$ cat src/rtl/encoder_8to3_seq.sv
// encoder_8to3_seq: registered 8-to-3 priority encoder with request capture and valid/ready output.
// Define ROUND_ROBIN_EN for rotating priority (pointer moves past each accepted code).
module encoder_8to3_seq #(
  parameter int EDGE_MODE = 1,
  parameter int PRIO_HIGH = 1
) (
  input  logic       clk,
  input  logic       rst,
  input  logic [7:0] d,
  input  logic       ready,
  output logic       valid,
  output logic [2:0] code,
  output logic       multi,
  output logic       ovf
);
  typedef enum logic {IDLE, PRESENT} state_t;
  state_t     state_q, state_d;
  logic [7:0] pend_q, pend_d, dq_q, rise, clr;
  logic [2:0] code_q, code_d, sel;
  logic       multi_q, multi_d, ovf_q, ovf_d, accept, load;
`ifdef ROUND_ROBIN_EN
  logic [2:0] ptr_q, ptr_d, base;
  // On an accept the rotated priority must already apply to the back-to-back load.
  always_comb begin
    sel = '0;
    base = accept ? code_q + 3'd1 : ptr_q;
    for (int k = 7; k >= 0; k--) if (pend_q[base + 3'(k)]) sel = base + 3'(k);
  end
  assign ptr_d = accept ? code_q + 3'd1 : ptr_q;
  always_ff @(posedge clk or posedge rst)
    if (rst) ptr_q <= '0;
    else ptr_q <= ptr_d;
`else
  logic [2:0] idx;
  always_comb begin
    sel = '0;
    idx = '0;
    for (int i = 0; i < 8; i++) begin
      idx = PRIO_HIGH != 0 ? 3'(i) : 3'(7 - i);
      if (pend_q[idx]) sel = idx;
    end
  end
`endif
  assign rise   = EDGE_MODE != 0 ? d & ~dq_q : d;
  assign accept = state_q == PRESENT && ready;
  assign load   = |pend_q && (state_q == IDLE || accept);
  // The loaded bit leaves pending immediately; a same-edge rise re-sets it.
  always_comb begin
    clr     = load ? 8'b1 << sel : '0;
    pend_d  = (pend_q & ~clr) | rise;
    ovf_d   = EDGE_MODE != 0 && |(rise & pend_q & ~clr);
    code_d  = load ? sel : code_q;
    multi_d = load ? $countones(pend_q) > 1 : multi_q;
    state_d = load ? PRESENT : accept ? IDLE : state_q;
  end
  always_ff @(posedge clk or posedge rst)
    if (rst) begin
      state_q <= IDLE;
      pend_q  <= '0;
      dq_q    <= '0;
      code_q  <= '0;
      multi_q <= 1'b0;
      ovf_q   <= 1'b0;
    end else begin
      state_q <= state_d;
      pend_q  <= pend_d;
      dq_q    <= d;
      code_q  <= code_d;
      multi_q <= multi_d;
      ovf_q   <= ovf_d;
    end
  assign valid = state_q == PRESENT;
  assign code  = code_q;
  assign multi = multi_q;
  assign ovf   = ovf_q;
endmodule

$ cat config.mk
export PLATFORM = sky130hd
export DESIGN_NAME = encoder_8to3_seq
export DESIGN_NICKNAME = d
export VERILOG_FILES = /design/src/rtl/encoder_8to3_seq.sv
export SDC_FILE = /design/constraint.sdc
export NUM_CORES = 1
export LEC_CHECK = 0
export BUFFER_PORTS_ARGS = -buffer_cell sky130_fd_sc_hd__buf_2
export CORE_ASPECT_RATIO = 1.4
export CORE_MARGIN = 3
export CORE_UTILIZATION = 40
export DETAILED_ROUTE_END_ITERATION = 7
export SETUP_SLACK_MARGIN = 0.1
export SYNTH_ARGS = -nofsm -noshare
export SYNTH_HDL_FRONTEND = slang
export SYNTH_SLANG_ARGS = --single-unit
$ cat constraint.sdc
create_clock -name clk -period 4.33 [get_ports clk]
set_clock_uncertainty 0.05 [all_clocks]
set_input_delay 0.433 -clock clk [delete_from_list [all_inputs] [get_ports clk]]
set_output_delay 0.433 -clock clk [all_outputs]
set_load 0.02 [all_outputs]
# Word-level counts from Yosys, hierarchy flattened
# Cells that the tools add are included.
# Widths: inputs -> output; s select.
[word_totals] mem_count=0 latch_bits=0 regBits=22 in_bits=11 ramBits=0 word_cells=39 mem_bits_ro=0
[op_classes] n_lt_le_gt_ge=1 mux=10 div=0 reduce_logical=6 n_bitwise=8 n_addsub=7 n_eq_ne=0 shift=1 n_mul=0
[ops] cell="$and 8x8->8" count=4
[ops] cell="$not 8->8" count=2
[ops] cell="$reduce_or 8->1" count=2
[ops] cell="$mux 3" count=4
[ops] cell="$add 1x1->2" count=4
[ops] cell="$mux 8" count=1
[ops] cell="$or 8x8->8" count=1
[ops] cell="$shl 1x3->8 const A" count=1
[ops] cell="$add 2x2->3" count=2
[ops] cell="$add 3x3->4" count=1
[ops] cell="$gt 4x1->1 const B" count=1
[ops] cell="$mux 2" count=2
[ops] cell="$mux 1" count=3
[ops] cell="$logic_and 1x1->1" count=2
[ops] cell="$reduce_bool 2->1" count=1
[ops] cell="$logic_or 1x1->1" count=1
[ops] cell="$not 1->1" count=1

# Depth between registers and ports, before layout
# Gate-level depths: netlist of the first run.
[depth] word_depth=12 mapped_depth=12 ltp_nobuf=12

# Worst setup path after synthesis of the first run
# No wires, ideal clock.
[synth_path] path_kind="register to register" start="register pend_q[3]" end="register multi_q (netlist: multi)" setup_ns=0.148 required_ns=4.132 period_less_slack_ns=2.929 path_buffers=0 path_stages_with_launch=13 path_slack_ns=1.401 t_arrival_ns=2.730 path_cell_list="dfrtp_1 fa_1 inv_1 fa_1 fa_1 inv_1 ha_1 inv_1 fa_1 inv_1 nand3_1 o21ai_0 a31oi_1"
[synth_via] elab_chain_len=4 word_cells_on_any_way=6
[synth_rtl] item="start: declaration" line_no="18" rtl="logic [7:0] pend_q, pend_d, dq_q, rise, clr;"
[synth_rtl] item="start signal: assignment" line_no="66" rtl="pend_q <= pend_d;"
[synth_rtl] item="$add 1x1->2 (implied by the code)" line_no="53" rtl="multi_d = load ? $countones(pend_q) > 1 : multi_q;"
[synth_rtl] item="$add 2x2->3 (implied by the code)" line_no="53"
[synth_rtl] item="$add 3x3->4 (implied by the code)" line_no="53"
[synth_rtl] item="$gt 4x1->1" line_no="53"
[synth_rtl] item="end signal: assignment" line_no="69" rtl="multi_q <= multi_d;"
[synth_rtl] item="end: declaration" line_no="20" rtl="logic multi_q, multi_d, ovf_q, ovf_d, accept, load;"
# Several ways; a longest one is shown, not always the timed one.
# A chain may end at the register's enable or synchronous reset.

# Worst setup path in the final report of the first run
# Ends and elaborated chain as after synthesis.

==> results.cfg, run 1 <==
[worst_setup_path]
crit_fanout = 8
cp.arrival_ps = 3240
crit_type = reg -> reg
worstSetupStartpointType = flip-flop
cp.required_ps = 4460
cp-end-kind = flip-flop
reg2reg_depth = 12

[grt]
grt_overflow = 0
grt_pass1_wl_um = 3498
grt_pass1_vias = 839
grt.total_usage_pct = 13.91
antenna_found_initial = 0
grt_start_max_net_pins = 23

[layout]
fill_cells = 241
nets = 140
drive_gt1_share_pct = 18.49
final_cells = 153
area_growth_pct = 13.52
diodes = 0

[timing]
rsz0062_at_grt = no
finalHoldViolCount = 0
fmax_mhz = 321.9
fin_crit_sh_pct = 71.75
drv_slew = 0
relSlewSlack_pct = 47.12
worst_pin_slew_ps = 792.3
fin_setup_tns_ps = 0
finalSetupViolations = 0
layout_min_cycle_time_ps = 3107

[cts]
cts_sinks = 22
cts_tree = built
cts_buffers = 3
clk_path_buf_depth = 2
cts-hold-fix-buffers = 0
clk_pin_slew_ps = 120
clock-root-buffer = clkbuf_4
htreeDepth = 1
ctsResizeCount = 0
cts_setup_buffers = 0
worstSkewPairLatency_ps = 310

[drt]
wl_per_cell_um = 12.71
drtIter0Drc = 6
wl_met1_um = 839
vias = 766
ant_nets = 0
wl_um = 1944
top_layer = met4
firstDrtPassIters = 4
vias_per_cell = 5.007
dr_wl_met2_um = 956
wl_met3_um = 81
drc = 0

[logic_synthesis]
synth_area_leaders = dfrtp_1 51%, fa_1 7.5%, inv_1 5.6%
synth_ff_type = dfrtp_1
post-synth-top-count-cell = dfrtp_1
syn_area_per_cell_um2 = 10.74
synthTopCellsByCount = 22 x dfrtp_1, 16 x inv_1, 10 x o21ai_0, 6 x nand2b_1, 6 x nor2_1
synth_edf_count = 0
yosysUniqueCellTypes = 25
synth_area_um2 = 1074
synthArstFlopShare_pct = 100.0
synth_seq_cells = 22
yosysWarnings = 0
ys_seq_area_share_pct = 51.28
synth.net_count = 119
netlist.area_leader.share_pct = 51.28
syn_inst = 100
yosysTopAreaCell = dfrtp_1

[die]
die-height_um = 67.30
io-pin-count = 17
rows = 21
floorplan.initialDensity_pct = 43.47
fp.dieW_um = 49.79
die_area_um2 = 3350
core_um2 = 2470

[place]
dpl.cell_count = 150
place_congestion = 0.7395
dp_hpwl_um = 1517
port_buffers = 16

[power]
powerDensity_nw_per_um2 = 357.9
power.leakage_uw = 0.0005778
ir_drop_uv = 172.3

[run]
maxCapViolations = 0

[outcome]
status = finished clean

[hold_path]
holdPathStages = 1
hold_class = in -> reg
[report_power, final]
group / total (uW) / leakage, uW / switching (uW) / internal [uW]
Combinational: 106 / 0.000334 / 62.1 / 44.2
Clock: 94.3 / 0.0000138 / 61.7 / 32.6
Sequential: 236 / 0.000230 / 15.0 / 221
[stage by stage]
stage          total power, uW  cell area (um^2)  setup WS (ps)  hold slack, ps  util [%]
2_1_floorplan            315.5              1074           1401           372.2         -
3_3_place_gp             340.4              1196           1336           389.1     48.43
3_5_place_dp             348.6              1196           1211           402.0     48.43
4_1_cts                  439.6              1219           1206           177.9     49.34
5_1_grt                  466.7              1219          999.1           168.1     49.34
6_report                 436.2              1219           1223           178.5     49.34
[per-layer routing]
layer / track usage, % / vias to the layer above
li1: - / 380
met5: 0 / -
met2: 23.84 / 16
met3: 2.870 / 7
met4: 9.689 / 0
met1: 15.43 / 363
[cells by family (layout without fill, tap and decap cells)]
| family | count (synthesis) | after routing | share of synthesized area (%) |
|---|---|---|---|
| and+or+nand+nor | 30 | 30 | 15.74 |
| AOI/OAI and AO/OA | 24 | 24 | 15.27 |
| DFF | 22 | 22 | 51.28 |
| buffers and inverters | 16 | 35 | 5.595 |
| adders and majority gates | 8 | 8 | 12.12 |
[cell type report]
| class | instances | area (um^2) | area share (%) |
|---|---|---|---|
| clock buffers | 3 | 22.52 | 1.848 |
| inverters | 16 | 60.06 | 4.928 |
| multi-input cells | 62 | 462.9 | 37.99 |
| flip-flops and latches | 22 | 550.5 | 45.17 |
| well taps | 34 | 42.54 | 3.491 |
| repair buffers | 16 | 80.08 | 6.571 |
[sequential cells by signal (all words and copies together) (netlist names)]
signal and cells:
dq_q 8, pend_q 8, code 3, multi 1, ovf 1, valid 1
[critical path, cell delays in order (launching register included)]
cell	delay, ps
dfrtp_1	510
fa_1	530
inv_1	50
fa_1	490
fa_1	400
inv_1	60
ha_1	170
inv_1	60
fa_1	350
inv_1	80
nand3_1	70
o21ai_0	70
a31oi_1	90
[layout by cell type (no fill, tap or decap), types with 2 or more instances in the layout]
cell | netlist | routed
dfrtp_1 | 22 | 22
inv_1 | 16 | 16
buf_2 | 0 | 16
o21ai_0 | 10 | 10
nand2b_1 | 6 | 6
nor2_1 | 6 | 6
nand2_1 | 5 | 5
nor3_1 | 4 | 4
fa_1 | 4 | 4
ha_1 | 4 | 4
a31oi_1 | 3 | 3
a21oi_1 | 3 | 3
clkbuf_4 | 0 | 3
nor2b_1 | 2 | 2
a21o_1 | 2 | 2
nand3_1 | 2 | 2
[path summary, 6_finish.rpt]
kind | startpoint | end | slack [ps]
min in group asynchronous | rst | ovf | 200
min reg2reg | dq_q[0] | pend_q[0] | 410
max | pend_q[3] | multi | 1220
max in group asynchronous | rst | dq_q[7] | 3540
max reg2reg | pend_q[3] | multi | 1220
min | d[3] | dq_q[3] | 180
Power figures use the tool's default switching activity.
==> inputs of run 2 (changes only) <==
ABC_AREA = 1   (was default)
clock period = 3 ns   (was 4.33 ns; I/O delays follow)
==> run 2 against run 1 <==
Against the previous run:
- critical endpoint unchanged
- combinational power rose by 130%
- critical path type unchanged
- sequential cell count did not move
- register-to-register slack got worse by 1300 ps
- setup slack got worse by 1300 ps
- synthesized cell count rose by 38%
- power rose by 87%
- cell area rose by 12%
- die area rose by 6.5%
- count of clock-buffer cells in the layout did not move
- sequential share of layout area fell by 4.8 points
- maximum frequency rose by 1.7%
- the run now ends with negative setup slack left
==> results.cfg, run 2 <==
[grt]
grt_pass1_vias = 878
grt.total_usage_pct = 13.33
grt_start_max_net_pins = 23
grt_pass1_wl_um = 3691
grt_overflow = 0
antenna_found_initial = 0

[power]
powerDensity_nw_per_um2 = 596.9
p_total_uw = 814.1
power.leakage_uw = 0.0007320
ir_drop_uv = 281.8

[drt]
drc = 0
wl_per_cell_um = 10.65
ant_nets = 0
firstDrtPassIters = 4
vias_per_cell = 4.455
wl_um = 2109
vias = 882
drtIter0Drc = 18

[worst_setup_path]
r2r_end = multi
crit_fanout = 2
cp.required_ps = 3140
crit_type = reg -> reg
cp.arrival_ps = 3190
crit_start = pend_q[1]
reg2reg_depth = 10
r2r_slack_ps = -60
cp-end-kind = flip-flop
timing.rr.start = pend_q[1]
worstSetupStartpointType = flip-flop

[die]
die-height_um = 69.48
die_area_um2 = 3567
io-pin-count = 17
fp.dieW_um = 51.34
rows = 22
floorplan.initialDensity_pct = 42.67
core_um2 = 2698

[timing]
layout_min_cycle_time_ps = 3056
drv_slew = 0
fin_setup_tns_ps = -55.55
worst_pin_slew_ps = 833.2
finalHoldViolCount = 0
finalSetupViolations = 1
fin_crit_sh_pct = 101.9
rsz0062_at_grt = yes
fmax_mhz = 327.3
relSlewSlack_pct = 44.39
worst_slack_ps = -55.55

[logic_synthesis]
netlist.area_leader.share_pct = 47.83
yosysUniqueCellTypes = 17
synth_seq_cells = 22
synth_area_um2 = 1151
synth_edf_count = 0
syn_area_per_cell_um2 = 8.341
synth_area_leaders = dfrtp_1 48%, nand2_1 10%, inv_1 8.8%
synthTopCellsByCount = 31 x nand2_1, 27 x inv_1, 22 x dfrtp_1, 20 x nor2_1, 8 x nand3_1
yosysWarnings = 0
post-synth-top-count-cell = nand2_1
synthArstFlopShare_pct = 100.0
yosysTopAreaCell = dfrtp_1
synth.net_count = 157
synth_ff_type = dfrtp_1
syn_inst = 138
ys_seq_area_share_pct = 47.83

[outcome]
status = complete, but fails checks
violations = negative setup slack

[place]
place_ws_ps = -67.38
dp_hpwl_um = 1650
port_buffers = 16
place_congestion = 0.8611

[hold_path]
min-delay-start = d[2]
holdPathStages = 1
hold_class = in -> reg
min_to = dq_q[2]

[layout]
final_common_cell = nand2_1
mostFrequentLayoutCells = 31 x nand2_1, 26 x inv_1, 22 x dfrtp_1
area_growth_pct = 18.48
post-route-util_pct = 50.56
drive_gt1_share_pct = 22.84
diodes = 0
nets = 182

[cts]
clock-root-buffer = clkbuf_4
htreeDepth = 1
cts-hold-fix-buffers = 0
clk_path_buf_depth = 2
cts_sinks = 22
cts_buffers = 3
clk_pin_slew_ps = 140
worstSkewPairLatency_ps = 310
cts_tree = built

[run]
maxCapViolations = 0
## run 2: cell count changes after synthesis, moves of 2 or more
cell	delta
inv_1	+11
nand3_1	+6
nor2b_1	-2
inv_2	+2
nor2_2	+4
a21oi_1	-3
o21ai_0	-3
a21o_1	-2
nor3_1	-4
nand2b_1	-6
nand2_1	+26
nor2_1	+14
## run 2: power by group
group | total, uW | internal (uW) | switching, uW
Combinational | 242 | 104 | 138
Sequential | 342 | 324 | 18.1
Clock | 230 | 135 | 95.1
Total | 814 | 563 | 251
## run 2: layout make-up
cell class                 count  area [um^2]
fill                         301         1334
sequential                    22        550.5
multi-input combinational     87        496.7
timing repair buffer          20        110.1
inverter                      29        108.9
tap                           36        45.04
clock inverter                 1        30.03
clock buffer                   3        22.52
## run 2: critical path, cell delays in order, from the launching register on
cell	delay [ps]
dfrtp_1	420
fa_1	530
inv_1	50
fa_1	490
fa_1	410
inv_1	70
ha_2	180
inv_2	40
fa_2	510
o21a_1	110
a31oi_1	70
## run 2: through the flow
stage               hold slack, ps  cell area [um^2]  std cells
global placement             371.9              1284        191
CTS                          36.07              1336        195
finish                       47.33              1364        198
global route                 30.63              1364        198
floorplan                    239.2              1151        138
detailed placement           373.1              1284        191
## run 2: kinds of logic after synthesis
group	after synthesis	synth area share, %
and+or+nand+nor	66	24.24
buffers and inverters	29	9.457
DFF	22	47.83
AOI/OAI and AO/OA	12	5.869
adders and majority gates	8	11.30
muxes	1	1.304
## run 2: metal layers
metal	GRT usage [%]	vias up	wire (um)
li1	-	462	-
met1	16.60	400	934
met2	22.53	18	1065
met3	2.796	2	90
met4	4.373	0	19
met5	0	-	0
## run 2: timing repair
item | 4_1_cts | 5_1_grt
pin swaps | 0 | 2
setup buffers | 0 | 3
resized for setup | 0 | 3
endpoints found under the setup margin | 1 | 1
## run 2: worst max path at each step
| stage | cells past startpoint | endpoint | slack, ps |
|---|---|---|---|
| final | 10 | multi | -60 |
| after global routing | 10 | multi | -180 |
| after CTS | 12 | multi | -70 |
| after detailed placement | 12 | multi | -70 |
| after global placement | 10 | multi | 50 |
| after floorplan | 10 | multi | 80 |
==> inputs of run 3 (changes only) <==
ABC_AREA = 0   (was 1)
==> run 3 against run 2 <==
Against the previous run:
- the flow still finishes with violations (negative setup slack)
- power shrank 15%
- first-iteration DRC count shrank 39%
- final cell count shrank 20%
- sequential power shrank 2%
- sequential cell count is the same
==> results.cfg, run 3 (synthesis results as in run 1) <==
[cts]
cts_sinks = 22
clk_pin_slew_ps = 120
clock-root-buffer = clkbuf_4
htreeDepth = 1
cts-hold-fix-buffers = 0
worstSkewPairLatency_ps = 300
cts_tree = built
cts_buffers = 3
clk_path_buf_depth = 2

[worst_setup_path]
reg2reg_depth = 12
r2r_end = multi
cp.required_ps = 3120
r2r_slack_ps = -90
cp.arrival_ps = 3210
timing.rr.start = pend_q[3]
crit_start = pend_q[3]
cp-end-kind = flip-flop
worstSetupStartpointType = flip-flop
crit_fanout = 2
cp-endpoint = multi
crit_type = reg -> reg

[grt]
antenna_found_initial = 0
grt_start_max_net_pins = 23
grt_pass1_vias = 792
grt.total_usage_pct = 13.06
grt_overflow = 0
grt_pass1_wl_um = 3360

[die]
core_um2 = 2470
rows = 21
fp.dieW_um = 49.79
die_area_um2 = 3350
io-pin-count = 17
floorplan.initialDensity_pct = 43.47
die-height_um = 67.30

[power]
switching_power_uw = 219.7
power.leakage_uw = 0.0005994
swShare_pct = 31.62
combPwrFrac_pct = 28.1
p_int_uw = 475.1
powerDensity_nw_per_um2 = 539.6
p_seq_share_pct = 48.4
clkPwrFrac_pct = 23.5
ir_drop_uv = 324.9

[place]
dp_hpwl_um = 1492
port_buffers = 16
place_congestion = 0.7694
place_ws_ps = -42.60

[timing]
worst_pin_slew_ps = 804.1
rsz0062_at_grt = yes
drv_slew = 0
relSlewSlack_pct = 46.33
layout_min_cycle_time_ps = 3089
finalSetupViolations = 1
finalHoldViolCount = 0
fin_setup_tns_ps = -88.51
fin_crit_sh_pct = 103.0
fmax_mhz = 323.8
worst_slack_ps = -88.51

[layout]
diodes = 0
area_growth_pct = 19.93
nets = 144
final_common_cell = dfrtp_1
drive_gt1_share_pct = 29.03
mostFrequentLayoutCells = 21 x dfrtp_1, 16 x buf_2, 12 x inv_1

[drt]
firstDrtPassIters = 4
vias = 781
wl_per_cell_um = 12.32
drc = 0
wl_um = 1947
vias_per_cell = 4.943
ant_nets = 0
drtIter0Drc = 11

[outcome]
violations = negative setup slack
status = complete, but fails checks

[run]
maxCapViolations = 0

[hold_path]
hold_class = in -> reg
run 3: changes by cell type in the layout (fill, tap and decap cells not counted), sizes merged, moves of 2 or more:
cell / delta
nor3: +4
a21oi: +3
nor4: +2
inv: -13
nand3: -7
nor2b: +2
nor2: -18
nand2: -27
o21ai: +3
a21o: +2
nand2b: +6
run 3: layout make-up:
cell class	count	area, um^2
Tap cell	34	42.54
Clock buffer	4	36.28
Sequential cell	22	551.8
Inverter	16	60.06
Multi-Input combinational cell	62	486.7
Fill cell	245	1182
Timing Repair Buffer	20	110.1
run 3: how the worst min path moves through the flow:
stage	startpoint	end	slack, ps	depth (start not counted)
floorplan	rst	code[0]	240	1
global placement	d[3]	dq_q[3]	370	1
detailed placement	d[3]	dq_q[3]	370	1
CTS	d[3]	dq_q[3]	40	1
global route	d[6]	dq_q[6]	40	1
finish	d[3]	dq_q[3]	50	1
run 3: metrics by stage:
step | instances | hold slack (ps) | utilization (%) | power [uW] | area [um^2]
2_1_floorplan | 100 | 239.2 | - | 455.4 | 1075
3_3_place_gp | 153 | 369.8 | 49.39 | 495.1 | 1220
3_5_place_dp | 153 | 371.3 | 49.39 | 504.5 | 1220
4_1_cts | 158 | 43.20 | 51.17 | 668.2 | 1264
5_1_grt | 158 | 39.40 | 52.13 | 748.8 | 1287
6_report | 158 | 52.38 | 52.13 | 694.7 | 1287
run 3: metal layers:
layer  part of all wire [%]  wire length (um)  track usage [%]  up-vias
met5                      0                 0                0        -
met4                    1.2                23            6.228        0
met3                    3.9                75            2.208        2
met2                     51               994            23.34       13
met1                     44               854            15.11      380
li1                       -                 -                -      386
run 3: critical path: stages (launching register included):
cell and delay [ps]:
dfrtp_2 450, fa_1 560, inv_2 40, fa_1 520, fa_1 430, inv_2 80
ha_4 130, inv_2 40, fa_2 370, inv_2 80, nand3_2 80, o21ai_2 60
a31oi_1 80
run 3: what timing repair did:
action,4_1_cts,5_1_grt
gates resized for setup,0,10
pin swaps,0,5
hold endpoints to repair,0,0
cloned,0,0
endpoints found under the setup margin,1,1
buffers inserted,1,0
run 3: power groups by stage:
stage	registers [uW]	clock network (uW)	logic [uW]
floorplan	354	0	102
global placement	341	0	154
CTS	336	169	163
global route	339	183	227
detailed placement	342	0	163
finish	336	163	195
